`src/rtl/arb_pkg.sv`:
```
// ---------------------------------------------------------------------------
// arb_pkg: shared definitions for the arbitrated N-bit M-to-1 multiplexer.
//   clog2      - ceiling log2, used to size the source index
//   DEF_N      - default data width per channel
//   DEF_M      - default number of input channels
//   lock_st_e  - grant-lock state encoding (used only with ARB_MUX_LOCK_EN)
// ---------------------------------------------------------------------------
package arb_pkg;

   localparam int unsigned DEF_N = 32;
   localparam int unsigned DEF_M = 4;

   typedef enum logic {
      LockOff = 1'b0,
      LockOn  = 1'b1
   } lock_st_e;

   // Bounded loop so the function stays elaboration-friendly.
   function automatic int unsigned clog2(input int unsigned v);
      int unsigned r;
      r = 0;
      for (int i = 0; i < 32; i++) begin
         if ((64'd1 << i) < 64'(v)) r = i + 1;
      end
      return r;
   endfunction

endpackage

```
`src/rtl/rr_arbiter.sv`:
```
// ---------------------------------------------------------------------------
// rr_arbiter: stateless round-robin grant logic.
//   req     in   M     request vector
//   ptr     in   SELW  highest-priority channel this cycle (0..M-1)
//   gnt     out  M     one-hot grant, zero when no request
//   gnt_idx out  SELW  encoded index of the granted channel (0 when none)
// The search starts at ptr and wraps upward modulo M.
// ---------------------------------------------------------------------------
module rr_arbiter #(
   parameter int unsigned M    = 4,
   parameter int unsigned SELW = 2
) (
   input  logic [M-1:0]    req,
   input  logic [SELW-1:0] ptr,
   output logic [M-1:0]    gnt,
   output logic [SELW-1:0] gnt_idx
);

   logic found;

   // Two passes: first channels at or above ptr, then the wrapped-around ones below it.
   always_comb begin
      gnt     = '0;
      gnt_idx = '0;
      found   = 1'b0;
      for (int i = 0; i < M; i++) begin
         if (!found && req[i] && (i >= int'(ptr))) begin
            gnt[i]  = 1'b1;
            gnt_idx = SELW'(i);
            found   = 1'b1;
         end
      end
      for (int i = 0; i < M; i++) begin
         if (!found && req[i] && (i < int'(ptr))) begin
            gnt[i]  = 1'b1;
            gnt_idx = SELW'(i);
            found   = 1'b1;
         end
      end
   end

endmodule

```
`src/rtl/arb_mux_nbit.sv`:
```
// ---------------------------------------------------------------------------
// arb_mux_nbit: registered, round-robin arbitrated N-bit M-to-1 multiplexer
// with valid/ready handshakes on every input channel and on the output.
//   clk        in   1     clock, rising edge
//   rst_n      in   1     asynchronous active-low reset
//   in_valid   in   M     per-channel request
//   in_data    in   M*N   channel i at bits [i*N +: N]
//   in_ready   out  M     per-channel accept, one-hot or zero
//   out_valid  out  1     output register holds a beat
//   out_data   out  N     data of the held beat
//   out_src    out  SELW  channel the held beat came from
//   out_ready  in   1     consumer accepts the held beat
//   in_lock    in   M     grant hold request (only with ARB_MUX_LOCK_EN)
// Optional feature macro: ARB_MUX_LOCK_EN (grant lock on in_lock).
// ---------------------------------------------------------------------------
module arb_mux_nbit
   import arb_pkg::*;
#(
   parameter int unsigned N    = DEF_N,
   parameter int unsigned M    = DEF_M,
   parameter int unsigned SELW = (M > 1) ? clog2(M) : 1
) (
   input  logic            clk,
   input  logic            rst_n,
   input  logic [M-1:0]    in_valid,
   input  logic [M*N-1:0]  in_data,
   output logic [M-1:0]    in_ready,
   output logic            out_valid,
   output logic [N-1:0]    out_data,
   output logic [SELW-1:0] out_src,
   input  logic            out_ready
`ifdef ARB_MUX_LOCK_EN
   ,
   input  logic [M-1:0]    in_lock
`endif
);

   logic [SELW-1:0] ptr_q;
   logic            out_valid_q;
   logic [N-1:0]    out_data_q;
   logic [SELW-1:0] out_src_q;

   logic [M-1:0]    req;
   logic [M-1:0]    gnt;
   logic [SELW-1:0] gnt_idx;
   logic [SELW-1:0] ptr_inc;
   logic [N-1:0]    sel_data;
   logic            can_load;
   logic            accept;

`ifdef ARB_MUX_LOCK_EN
   lock_st_e        lock_st_q;
   logic [SELW-1:0] lock_src_q;
   logic [M-1:0]    lock_mask;
   logic            lock_hit;

   // While locked only the owning channel may compete.
   always_comb begin
      lock_mask = '1;
      if (lock_st_q == LockOn) lock_mask = M'(1) << lock_src_q;
   end

   assign req      = in_valid & lock_mask;
   assign lock_hit = |(in_lock & gnt);
`else
   assign req = in_valid;
`endif

   rr_arbiter #(
      .M    (M),
      .SELW (SELW)
   ) u_arb (
      .req     (req),
      .ptr     (ptr_q),
      .gnt     (gnt),
      .gnt_idx (gnt_idx)
   );

   assign can_load = ~out_valid_q | out_ready;
   assign in_ready = gnt & {M{can_load}};
   // Grants only go to valid channels, so any ready is a handshake.
   assign accept   = |in_ready;

   assign ptr_inc = (gnt_idx == SELW'(M - 1)) ? '0 : gnt_idx + 1'b1;

   always_comb begin
      sel_data = '0;
      for (int i = 0; i < M; i++) begin
         sel_data = sel_data | (in_data[i*N +: N] & {N{gnt_idx == SELW'(i)}});
      end
   end

   always_ff @(posedge clk or negedge rst_n) begin
      if (!rst_n) begin
         ptr_q       <= '0;
         out_valid_q <= 1'b0;
         out_data_q  <= '0;
         out_src_q   <= '0;
`ifdef ARB_MUX_LOCK_EN
         lock_st_q   <= LockOff;
         lock_src_q  <= '0;
`endif
      end else begin
         if (accept) begin
            out_valid_q <= 1'b1;
            out_data_q  <= sel_data;
            out_src_q   <= gnt_idx;
`ifdef ARB_MUX_LOCK_EN
            // Locked beats leave ptr alone; the releasing beat advances it.
            if (lock_hit) begin
               lock_st_q  <= LockOn;
               lock_src_q <= gnt_idx;
            end else begin
               lock_st_q  <= LockOff;
               ptr_q      <= ptr_inc;
            end
`else
            ptr_q       <= ptr_inc;
`endif
         end else if (out_ready) begin
            out_valid_q <= 1'b0;
         end
      end
   end

   assign out_valid = out_valid_q;
   assign out_data  = out_data_q;
   assign out_src   = out_src_q;

endmodule

```
`config.mk`:
```
export PLATFORM = sky130hd
export DESIGN_NAME = arb_mux_nbit
export DESIGN_NICKNAME = d
export VERILOG_FILES = /design/src/rtl/arb_pkg.sv /design/src/rtl/rr_arbiter.sv /design/src/rtl/arb_mux_nbit.sv
export SDC_FILE = /design/constraint.sdc
export NUM_CORES = 1
export LEC_CHECK = 0
export CAP_MARGIN = 20
export CORE_ASPECT_RATIO = 0.5
export CORE_MARGIN = 2
export CORE_UTILIZATION = 33
export DETAILED_ROUTE_END_ITERATION = 8
export GPL_TIMING_DRIVEN = 1
export MAX_ROUTING_LAYER = met4
export PLACE_DENSITY_LB_ADDON = 0.2
export SYNTH_ARGS = -nofsm -noshare
export SYNTH_HDL_FRONTEND = slang
export SYNTH_SLANG_ARGS = --single-unit
```
`constraint.sdc`:
```
create_clock -name clk -period 2.85 [get_ports clk]
set_clock_uncertainty 0.05 [all_clocks]
set_input_delay 0.4275 -clock clk [delete_from_list [all_inputs] [get_ports clk]]
set_output_delay 0.4275 -clock clk [all_outputs]
set_load 0.005 [all_outputs]
```
==> impl_results.md <==
* Status: complete, no violations
* Antenna Violating Nets Remaining at 0
* Worst path max stage delay at 0.57 ns
* Synth async-reset ratio at 100%
* GRT Util Overall at 22.6%
* CTS Hold Buffers Added at 0
* Largest net degree at the start of global routing at 38
* Hold slack at 0.188 ns
* Avg Vias per Cell at 5.41
* Net Sw Power at 891 uW
* Switching Fraction at 33.1%
* EDFF count, synth at 0
* Top post-synthesis cells by count: 37 x dfrtp_1, 35 x nor2_1, 32 x a222oi_1, 32 x a31oi_1, 32 x nand3_1
* Minimum clock period at 2.73 ns
* Syn avg cell area at 9.38 um^2
* Num CTS Buffers at 5
* Number of global-route vias before repair at 2580
* Insertion delay to the later sink of the worst-skew pair at 0.27 ns
* CTS tree: yes
* Top_reg_cell synth: dfrtp_1
* CP most frequent cell: clkdlybuf4s50_1
* Initial Util at 35.1%
* Slew HR at 45.4%
* Critical path's top delay family: buffers and inverters
* Clk buf depth at 2
* Full die area at 7330 um^2
* Critical Path End Type: output port
* Synth Register Bits at 37
* Grt ovf at 0
* Area share of the largest cell type after synthesis at 42.4%
* Cell Chain, Critical Path: clkdlybuf4s50_1 > nor2b_2 > o21ba_2 > nor3_1 > clkdlybuf4s50_1
* R2R cell count at 8
* HPWL after DPL at 6.18 mm
* CTS Sinks at 37
* Antenna Cells at 0
* Most frequent cell after synthesis: dfrtp_1
* Least-Margin Pin Slew at 0.819 ns
* CTS Root Cell: clkbuf_16
* Global-route wire length before repair at 12.5 mm
* Clock power share at 19.4%
* Fmax achieved at 366 MHz
* Top post-synthesis cells by area: dfrtp_1 42%, a222oi_1 15%, a31oi_1 9.2%
* CTS resizes at 0
* Final-report max-slew violation count at 0
* Area leader, netlist: dfrtp_1
* Reg2reg end: out_data[3]
* Post-CTS setup buffers at 0
* Internal at 1810 uW
* Total power at 2700 uW
* Drt drc at 0
* Final Hold Viols at 0
* Iter 0 DRT Violations at 219
* Static Leak at 0.00157 uW
* Critical Path AT at 2.25 ns
* Vias at 2647
* Max IR drop VDD at 348 uV
* Flop2flop setup slack at 0.56 ns
* Depth of the CTS H-tree at 2
* Final nets at 537
* Worst Setup Start Kind: primary input
* Antenna violations before repair at 0
* I/O Pins at 174
* Drt wl/cell at 16.8 um
* Max_cap viols at 0
* Rows at 20
* Reg-to-reg startpoint: ptr_q[1]
* Worst-path maximum fanout at 7
* DIE HEIGHT at 61.5 um
* DP Area at 3970 um^2
* Worst EP required at 2.37 ns
* Ys Warns at 0
* Critical Path Start: in_valid[0]
* Input/output buffers at 173
* Layout cells sized above 1 at 6.73%
* HP Class: in2async
* Distinct cells, synth at 33
* Clock transition at the registers of the reported paths at 0.05 ns
* Period utilization at 95.8%
* Syn nets at 370
* Area Overhead vs Synth at 87.9%
* Comb pwr share at 50.1%
* Finished Cell Area at 4110 um^2
* CP Class: in2out
* Gp weighted congestion at 0.890
* Setup_tns at 0 ns
* First drt pass iteration count at 6
* Die width at 119 um
* Core area at 6230 um^2
* Layout Utilization at 65.9%
* Total Wirelength at 8.21 mm
* Synthesized area at 2180 um^2
* Sequential-to-total area share from yosys stat at 42.4%
* Pwr Density at 657 nW/um^2
* RSZ-0062 raised after global routing: false
* # setup viols final at 0
* Crit path buf inv count at 2
* Slowest CP cell: clkdlybuf4s50_1
* Synth Instances at 233
* Sequential power share at 30.6%
==> power by group through the flow <==
stage,registers (uW),clock network [uW],logic [uW]
finish,824,522,1350
global route,847,559,1460
CTS,824,532,1350
detailed placement,833,0,1350
global placement,822,0,1320
floorplan,818,0,683
==> worst register-to-register path, stage by stage, from the launching register on <==
cell	delay (ns)
dfrtp_1	0.54
a21oi_1	0.11
o211a_1	0.25
o21bai_1	0.18
buf_4	0.14
ha_1	0.22
buf_12	0.18
a222oi_1	0.35
a31oi_1	0.12
==> worst max path at each step <==
stage | slack (ns) | end | cells after the start
after detailed placement | 0.06 | out_data[3] | 9
final | 0.12 | in_ready[3] | 5
after CTS | 0.11 | in_ready[3] | 5
after global placement | 0.15 | out_data[16] | 9
after floorplan | 0.70 | out_data[31] | 9
after global routing | 0.03 | in_ready[3] | 5
==> registers in the layout (all words and copies together) (netlist names) <==
| name | flops |
|---|---|
| out_data | 32 |
| ptr_q | 2 |
| out_src | 2 |
| out_valid | 1 |
==> per-layer routing <==
layer	up-vias	GRT usage (%)	wire length (um)	part of all wire, %
met5	-	-	0	0
met4	0	4.42	68	0.83
met3	6	5.37	676	8.2
met2	116	41.1	4200	51
met1	1262	26.5	3260	40
li1	1263	-	-	-
==> cell usage in the layout, fill, tap and decap left out, types with 3 or more instances in the layout <==
cell / synthesis / routed
clkbuf_16: 0 / 5
buf_4: 1 / 12
dfrtp_1: 37 / 37
nand3_1: 32 / 32
a31oi_1: 32 / 32
clkdlybuf4s50_1: 0 / 172
a21oi_1: 4 / 4
a222oi_1: 32 / 32
nor2_1: 35 / 34
nand2b_1: 3 / 3
nand2_1: 6 / 6
==> cell families (layout without fill, tap and decap cells) <==
logic type | count (synthesis) | after routing | synth area share [%]
AND/OR/NAND/NOR | 85 | 85 | 18.2
AO/OA/AOI/OAI | 81 | 81 | 30.1
flip-flops | 37 | 37 | 42.4
buffers and inverters | 28 | 196 | 8.25
adder cells (fa/ha/maj) | 2 | 2 | 1.15
==> stage by stage <==
stage	instances	setup WS [ns]
floorplan	233	0.701
global placement	481	0.146
detailed placement	481	0.0601
CTS	489	0.114
global route	489	0.0335
finish	489	0.121
==> layout make-up <==
class	count	area, um^2
Fill cell	503	2130
Timing Repair Buffer	186	1840
Multi-Input combinational cell	168	1090
Sequential cell	37	926
Clock buffer	6	129
Tap cell	88	110
Clock inverter	2	10.0
Inverter	2	7.51
(Power assumes the default switching activity.)
